[src/rtl/cordic_arb_pkg.sv]
// cordic_arb_pkg: shared types and constants for the CORDIC multiplier arbiter.
// Holds FSM encoding, default sizing and Q1.14 reference constants.
package cordic_arb_pkg;

  typedef enum logic [1:0] {
    S_IDLE,
    S_ISSUE,
    S_WAIT,
    S_RESP
  } arb_state_e;

  localparam int ARB_NREQ    = 4;
  localparam int ARB_WL      = 16;
  localparam int ARB_TIMEOUT = 64;

  localparam logic signed [15:0] Q_HALF    = 16'sh2000;
  localparam logic signed [15:0] Q_QUARTER = 16'sh1000;

  function automatic logic [2:0] oh2idx(input logic [7:0] oh);
    oh2idx = '0;
    for (int i = 0; i < 8; i++) begin
      if (oh[i]) oh2idx = 3'(i);
    end
  endfunction

endpackage

[src/rtl/cordic_rr_pick.sv]
// cordic_rr_pick: combinational round-robin picker.
// Returns the first asserted request at or after ptr, one-hot.
module cordic_rr_pick #(
  parameter int NREQ = 4,
  parameter int PW   = 2
) (
  input  logic [NREQ-1:0] req,
  input  logic [PW-1:0]   ptr,
  output logic [NREQ-1:0] pick,
  output logic            any
);

  int          sum;
  logic [PW-1:0] idx;

  // Scan downward so the lowest offset from ptr wins last.
  always_comb begin
    pick = '0;
    sum  = 0;
    idx  = '0;
    for (int i = NREQ - 1; i >= 0; i--) begin
      sum = int'(ptr) + i;
      if (sum >= NREQ) sum = sum - NREQ;
      idx = PW'(sum);
      if (req[idx]) begin
        pick      = '0;
        pick[idx] = 1'b1;
      end
    end
  end

  assign any = |req;

endmodule

[src/rtl/cordic_mul_arbiter.sv]
// cordic_mul_arbiter: round-robin share of one iterative CORDIC multiplier.
// Optional WAIT watchdog enabled by defining CORDIC_ARB_TIMEOUT_EN.
module cordic_mul_arbiter
  import cordic_arb_pkg::*;
#(
  parameter int NREQ    = ARB_NREQ,
  parameter int WL      = ARB_WL,
  parameter int TIMEOUT = ARB_TIMEOUT
) (
  input  logic               clk,
  input  logic               rst_n,
  input  logic [NREQ-1:0]    req,
  input  logic [NREQ*WL-1:0] in1_bus,
  input  logic [NREQ*WL-1:0] in2_bus,
  output logic [NREQ-1:0]    gnt,
  output logic [NREQ-1:0]    rsp_valid,
  output logic [WL-1:0]      rsp_data,
  output logic               rsp_err,
  output logic               busy,
  output logic               mul_start,
  output logic [WL-1:0]      mul_in1,
  output logic [WL-1:0]      mul_in2,
  input  logic [WL-1:0]      mul_out,
  input  logic               mul_done
);

  localparam int PW = (NREQ > 1) ? $clog2(NREQ) : 1;

  arb_state_e      state_q;
  logic [PW-1:0]   ptr_q;
  logic [PW-1:0]   owner_q;
  logic [NREQ-1:0] own_oh_q;
  logic [NREQ-1:0] gnt_q;
  logic [NREQ-1:0] rv_q;
  logic [WL-1:0]   data_q;
  logic            busy_q;
  logic            start_q;
  logic [WL-1:0]   in1_q;
  logic [WL-1:0]   in2_q;

  logic [NREQ-1:0] pick;
  logic            any;
  logic [PW-1:0]   pick_idx;
  logic [WL-1:0]   in1_d;
  logic [WL-1:0]   in2_d;
  logic [PW-1:0]   ptr_d;

  cordic_rr_pick #(
    .NREQ (NREQ),
    .PW   (PW)
  ) u_pick (
    .req  (req),
    .ptr  (ptr_q),
    .pick (pick),
    .any  (any)
  );

  assign pick_idx = PW'(oh2idx(8'(pick)));
  assign in1_d    = in1_bus[pick_idx*WL +: WL];
  assign in2_d    = in2_bus[pick_idx*WL +: WL];
  assign ptr_d    = (owner_q == PW'(NREQ - 1)) ? '0
                                               : owner_q + PW'(1);

`ifdef CORDIC_ARB_TIMEOUT_EN
  localparam int CW = $clog2(TIMEOUT + 1);
  logic [CW-1:0] cnt_q;
  logic          err_q;
  assign rsp_err = err_q;
`else
  logic unused_tmo;
  assign unused_tmo = ^TIMEOUT;
  assign rsp_err    = 1'b0;
`endif

  always_ff @(posedge clk or negedge rst_n) begin
    if (!rst_n) begin
      state_q  <= S_IDLE;
      ptr_q    <= '0;
      owner_q  <= '0;
      own_oh_q <= '0;
      gnt_q    <= '0;
      rv_q     <= '0;
      data_q   <= '0;
      busy_q   <= 1'b0;
      start_q  <= 1'b0;
      in1_q    <= '0;
      in2_q    <= '0;
`ifdef CORDIC_ARB_TIMEOUT_EN
      cnt_q    <= '0;
      err_q    <= 1'b0;
`endif
    end else begin
      unique case (state_q)
        S_IDLE: begin
          if (any) begin
            in1_q    <= in1_d;
            in2_q    <= in2_d;
            owner_q  <= pick_idx;
            own_oh_q <= pick;
            gnt_q    <= pick;
            start_q  <= 1'b1;
            busy_q   <= 1'b1;
            state_q  <= S_ISSUE;
          end
        end
        S_ISSUE: begin
          gnt_q   <= '0;
          start_q <= 1'b0;
          state_q <= S_WAIT;
`ifdef CORDIC_ARB_TIMEOUT_EN
          cnt_q   <= '0;
`endif
        end
        S_WAIT: begin
          if (mul_done) begin
            data_q  <= mul_out;
            rv_q    <= own_oh_q;
            state_q <= S_RESP;
          end
`ifdef CORDIC_ARB_TIMEOUT_EN
          else if (cnt_q == CW'(TIMEOUT - 1)) begin
            data_q  <= '0;
            err_q   <= 1'b1;
            rv_q    <= own_oh_q;
            state_q <= S_RESP;
          end else begin
            cnt_q <= cnt_q + CW'(1);
          end
`endif
        end
        S_RESP: begin
          rv_q    <= '0;
          busy_q  <= 1'b0;
          ptr_q   <= ptr_d;
          state_q <= S_IDLE;
`ifdef CORDIC_ARB_TIMEOUT_EN
          err_q   <= 1'b0;
`endif
        end
        default: state_q <= S_IDLE;
      endcase
    end
  end

  assign gnt       = gnt_q;
  assign rsp_valid = rv_q;
  assign rsp_data  = data_q;
  assign busy      = busy_q;
  assign mul_start = start_q;
  assign mul_in1   = in1_q;
  assign mul_in2   = in2_q;

endmodule

[config.mk]
export PLATFORM = sky130hd
export DESIGN_NAME = cordic_mul_arbiter
export DESIGN_NICKNAME = d
export VERILOG_FILES = /design/src/rtl/cordic_arb_pkg.sv /design/src/rtl/cordic_rr_pick.sv /design/src/rtl/cordic_mul_arbiter.sv
export SDC_FILE = /design/constraint.sdc
export NUM_CORES = 1
export LEC_CHECK = 0
export CAP_MARGIN = 20
export CORE_MARGIN = 4
export CORE_UTILIZATION = 41
export CTS_CLUSTER_DIAMETER = 80
export DETAILED_ROUTE_END_ITERATION = 10
export GPL_ROUTABILITY_DRIVEN = 0
export GPL_TIMING_DRIVEN = 0
export PLACE_DENSITY = 0.82
export SYNTH_ARGS = -nofsm -noshare
export SYNTH_HDL_FRONTEND = slang
export SYNTH_HIERARCHICAL = 1
export SYNTH_SLANG_ARGS = --single-unit
[constraint.sdc]
create_clock -name clk -period 3.85 [get_ports clk]
set_clock_uncertainty 0.2 [all_clocks]
set_input_delay 0.385 -clock clk [delete_from_list [all_inputs] [get_ports clk]]
set_output_delay 0.385 -clock clk [all_outputs]
set_load 0.02 [all_outputs]
==> flow_summary.toml, run 1 <==
[run_status]
status = "complete, no violations"

[final_layout]
syn2layout_area_growth_pct = 59.1
multiInputGateArea_um2 = 2230
final_area_um2 = 6630
antenna_cells = 0
nFillCells = 791
drive_above_1_share = 0.220
fin_nets = 782
final-seq-area_um2 = 1700

[synthesis]
synth_common_cells = "dfrtp_1 (68), nand2_1 (64), mux2_2 (50)"
synth-edff-count = 0
synth_top_area_share = 0.409
ys.flop_type = "dfrtp_1"
ys_ff_latch = 68
yosysUniqueCellTypes = 33
synthAdderAreaFrac = 0.0421
yosys.area_share.simple = 0.124
yosys-top-cells-area = "dfrtp_1 (41%), mux2_2 (14%), a221oi_2 (11%)"
synth_warnings = 6
avgSynthCellArea_um2 = 10.5
synth_compound_area_frac = 0.199
netlist_area_um2 = 4170
synth_top_area_cell = "dfrtp_1"
synth_fp_nets = 562
yosysMostFrequentCell = "dfrtp_1"
synth.area.mux_share = 0.169
synthArstFlopShare = 1.00
synth_top_family_by_area = "compound AO/OA/AOI/OAI gates"
synthXorXnorAreaFrac = 0
synth_cells = 397
synth-seq-area-share = 0.409

[detailed_routing]
drt_iter0_drc = 186
num_vias = 3953
viasPerCell = 5.24
drc = 0
wl_mm = 13.7
antenna_left = 0
avgRoutedWirePerCell_um = 18.2
dr.pass1.iters = 4

[power]
power.leakage_nw = 2.73
power_density_nw_per_um2 = 911
vdd_ir_drop_max_mv = 0.416

[floorplan]
die_area_um2 = 11800
io_pins = 210
coreArea_um2 = 9820
row_count = 36
start_util = 0.424
die_w_um = 109
die_height_um = 109

[placement]
placedInstanceArea_um2 = 6410
portBuffers = 208
dp_hpwl_mm = 10.7
pre_cts_ws_ns = 0.637

[timing]
setup_violations = 0
final_max_slew_viol_count = 0
finalHoldViolCount = 0
fmax_mhz = 312
finalCritPeriodShare = 0.832
rsz0062_at_grt = "no"
slew_headroom = 0.404
worst_slack_ns = 0.646
fin_crit_ns = 3.20
tns_ns = 0
worst_pin_slew_ns = 0.894

[run]
max_cap_violations = 0

[cts]
cts_hold_buf = 1
cts_max_path_buffers = 2
cts_setup_buffers = 0
clk_latency_ns = 0.34
cts-root-buf = "clkbuf_8"
cts_tree = "done"
cts_buffers = 9
clock_sinks = 68
clk_pin_slew_ns = 0.08
h-tree-depth = 3
cts_resized = 0

[global_routing]
grt_overflow_total = 0
grt_max_degree = 69
grt_first_pass_wirelength_mm = 20.6
grt_pass1_vias = 4144
antenna_found_initial = 0
grt_usage = 0.222

[setup_path]
crit_path_end_kind = "flip-flop"
crit_top_cell = "buf_6"
worstPathMaxFanout = 10
arrival_ns = 3.27
worstSetupPathType = "flip-flop to flip-flop"
slowest_delay_ns = 0.49
path_delay_family = "compound AO/OA/AOI/OAI gates"
cp_cell_sequence = "buf_6, inv_1, ha_1, nand2b_1, o22ai_1, a211oi_2, o31ai_2, nor2b_2, buf_6, buf_6, a221oi_2, a21oi_1"
path_buf_inv = 4
start_kind = "flip-flop"
crit_required_ns = 3.92
crit_slowest_cell = "o31ai_2"
regToRegSetupSlack_ns = 0.65

[hold_path]
min_path_type = "flip-flop to flip-flop"
stage by stage:
stage	util	instances	total power, W	hold slack [ns]
2_1_floorplan	-	397	0.00401	-0.111
3_3_place_gp	0.653	738	0.00532	0.273
3_5_place_dp	0.653	738	0.00545	0.272
4_1_cts	0.675	755	0.00609	0.297
5_1_grt	0.675	755	0.00646	0.330
6_report	0.675	755	0.00604	0.300
tightest hold or removal path: stages, from the launching register on:
cell and delay, ns:
dfrtp_1 0.36, nand2_1 0.05, nand2_1 0.06
cell families (layout without fill, tap and decap cells):
kind of cell / after synthesis / in the layout
AOI/OAI and AO/OA: 97 / 97
adders and majority gates: 14 / 14
buffers and inverters: 37 / 262
DFF: 68 / 68
muxes: 59 / 59
other: 1 / 1
and+or+nand+nor: 121 / 121
power breakdown:
group	switching, W	total (W)	internal, W
clock	0.000318	0.000629	0.000311
sequential	0.000216	0.00130	0.00108
combinational	0.00223	0.00411	0.00189
total	0.00276	0.00604	0.00328
final timing paths:
check / start / cells after the start / end
max: ptr_q[0] / 12 / mul_in2[1]
min: own_oh_q[1] / 2 / own_oh_q[1]
max reg2reg: ptr_q[0] / 12 / mul_in2[1]
min reg2reg: own_oh_q[1] / 2 / own_oh_q[1]
max in group asynchronous: rst_n / 2 / mul_in2[13]
min in group asynchronous: rst_n / 2 / rsp_data[5]
final cells by class:
| type | instances | share of cell area |
|---|---|---|
| Clock inverter | 7 | 0.0126 |
| Inverter | 7 | 0.00415 |
| Tap cell | 133 | 0.0251 |
| Sequential cell | 68 | 0.257 |
| Buffer | 30 | 0.0315 |
| Timing Repair Buffer | 209 | 0.315 |
| Multi-Input combinational cell | 292 | 0.336 |
| Clock buffer | 9 | 0.0187 |
per-layer routing:
layer | vias to the layer above | track usage | share of wire
met5 | - | 0 | 0
met4 | 0 | 0.0757 | 0.025
met3 | 22 | 0.0740 | 0.086
met2 | 154 | 0.395 | 0.51
met1 | 1919 | 0.248 | 0.38
li1 | 1858 | - | -
sequential cells by signal (all words and copies together), names as in the netlist, 2 cells and up:
| name | count |
|---|---|
| gnt | 4 |
| mul_in1 | 16 |
| mul_in2 | 16 |
| own_oh_q | 4 |
| owner_q | 2 |
| ptr_q | 2 |
| rsp_data | 16 |
| rsp_valid | 4 |
| state_q | 2 |
placed cells by master, fill, tap and decap left out, types with 7 or more instances in the layout:
cell	Yosys	final
a21oi_1	37	37
a221oi_2	30	30
a31oi_1	7	7
buf_2	13	13
buf_4	9	10
clkbuf_8	0	9
clkdlybuf4s50_1	0	207
dfrtp_1	68	68
ha_1	14	14
mux2_2	50	50
nand2_1	64	64
nor2_1	37	37
nor2b_1	11	11
o21ai_0	13	13
Power figures use the tool's default switching activity.
==> run 2: changes to the inputs <==
- CORE_UTILIZATION: 41 -> 37
- PLACE_DENSITY: 0.82 -> 0.78
- clock period: 3.85 -> 2.6 ns (I/O delays scaled with it)
==> flow_summary.toml, run 2 (synthesis results as in run 1) <==
[global_routing]
grt_usage = 0.205
antenna_found_initial = 0
grt_overflow_total = 0
grt_max_degree = 69
grt_pass1_vias = 4275
grt_first_pass_wirelength_mm = 21.5

[final_layout]
final_common_cell = "clkdlybuf4s50_1"
final_cell_mix = "clkdlybuf4s50_1 (207), dfrtp_1 (66), nand2_1 (42)"
final_cells = 790
multiInputGateArea_um2 = 2710
final-seq-area_um2 = 1700
fin_nets = 810
nFillCells = 793
syn2layout_area_growth_pct = 83.8
drive_above_1_share = 0.326
antenna_cells = 0
final_area_um2 = 7660

[floorplan]
io_pins = 210
die_height_um = 114
die_area_um2 = 13000
coreArea_um2 = 10900
die_w_um = 114
start_util = 0.381
row_count = 38

[detailed_routing]
avgRoutedWirePerCell_um = 19.3
dr.pass1.iters = 5
drc = 0
wl_mm = 15.2
antenna_left = 0
num_vias = 4109
viasPerCell = 5.20
drt_iter0_drc = 282

[timing]
worst_slack_ns = -0.173
whs_ns = 0.299
fin_crit_ns = 2.77
rsz0062_at_grt = "yes"
setup_violations = 36
finalCritPeriodShare = 1.07
worst_pin_slew_ns = 0.906
final_max_slew_viol_count = 0
finalHoldViolCount = 0
slew_headroom = 0.396
fmax_mhz = 361

[placement]
placedInstanceArea_um2 = 6460
portBuffers = 208
dp_hpwl_mm = 10.5
dpl.cell_count = 745

[cts]
clk_pin_slew_ns = 0.05
cts-root-buf = "clkbuf_16"
cts_tree = "done"
clk_latency_ns = 0.32
cts_max_path_buffers = 2
h-tree-depth = 3
cts_buffers = 9
clock_sinks = 68

[run_status]
violations = "setup timing"
status = "finished with violations"

[run]
max_cap_violations = 0

[setup_path]
worstSetupPathType = "flip-flop to flip-flop"
start_kind = "flip-flop"
crit_path_end_kind = "flip-flop"
crit_required_ns = 2.60
worstPathMaxFanout = 10
arrival_ns = 2.77

[power]
vdd_ir_drop_max_mv = 0.967
power_density_nw_per_um2 = 1560
power.leakage_nw = 3.14

[hold_path]
min_path_type = "flip-flop to flip-flop"
-- run 2: changes by cell type in the layout (fill, tap and decap cells not counted), moves of 12 or more --
cell       before  now
mux2_2         50   23
mux2_4          0   27
nand2_1        64   42
nand2_2         1   23
a221oi_2       30   13
a221oi_4        0   17
buf_4          10   27
a21oi_1        37   22
a21oi_2         0   15
clkbuf_16       0   12
-- run 2: final timing paths --
kind / slack [ns] / startpoint / to / depth (start not counted)
worst max-delay path: -0.17 / ptr_q[1] / mul_in2[4] / 12
min in group asynchronous: 0.39 / rst_n / rsp_data[2] / 2
worst max register to register: -0.17 / ptr_q[1] / mul_in2[4] / 12
max in group asynchronous: 1.16 / rst_n / ptr_q[0] / 2
worst min-delay path: 0.30 / owner_q[1] / owner_q[1] / 2
worst min register to register: 0.30 / owner_q[1] / owner_q[1] / 2
-- run 2: cell type report --
class                           instances  share of cell area
Inverter                                7             0.00523
Tap cell                              140              0.0229
Multi-Input combinational cell        292               0.354
Timing Repair Buffer                  238               0.314
Sequential cell                        68               0.223
Clock buffer                           11              0.0330
Buffer                                 29              0.0379
Clock inverter                          5              0.0109
-- run 2: power breakdown --
part	total [W]	switching [W]	internal, W
combinational	0.00868	0.00429	0.00439
clock	0.00135	0.000456	0.000893
sequential	0.00192	0.000312	0.00161
-- run 2: worst max-delay path, stage by stage (launching register included) --
cell and delay (ns):
dfrtp_2 0.37, buf_6 0.13, inv_6 0.04, ha_4 0.27, mux4_2 0.39, buf_6 0.16
a211oi_4 0.23, o31ai_4 0.08, nor2b_4 0.14, buf_12 0.14, buf_12 0.15, a221oi_4 0.24
a21oi_2 0.08
-- run 2: per-stage QoR --
stage / setup TNS (ns) / power [W] / setup WS, ns / utilization
after global routing: -9.16 / 0.0126 / -0.287 / 0.700
final: -4.85 / 0.0119 / -0.173 / 0.700
after detailed placement: -14.53 / 0.00815 / -0.455 / 0.591
after CTS: -2.56 / 0.0103 / -0.109 / 0.648
after floorplan: -1.11 / 0.00604 / -0.0370 / -
after global placement: -101.43 / 0.00800 / -1.30 / 0.591
-- run 2: per-layer routing --
| layer | GRT usage | vias to the layer above | wire length [um] |
|---|---|---|---|
| met5 | 0 | - | 0 |
| met4 | 0.0253 | 0 | 87 |
| met3 | 0.0618 | 7 | 1310 |
| met2 | 0.382 | 165 | 8110 |
| met1 | 0.239 | 2025 | 5730 |
| li1 | - | 1912 | - |
-- run 2: repair_timing --
| action | 4_1_cts | 5_1_grt |
|---|---|---|
| setup buffers | 14 | 11 |
| endpoints found under the setup margin | 37 | 36 |
| pin swaps | 11 | 41 |
| cloned | 1 | 3 |
| gates resized for setup | 35 | 84 |
| hold buffers | 1 | 0 |
| hold endpoints to repair | 68 | 0 |
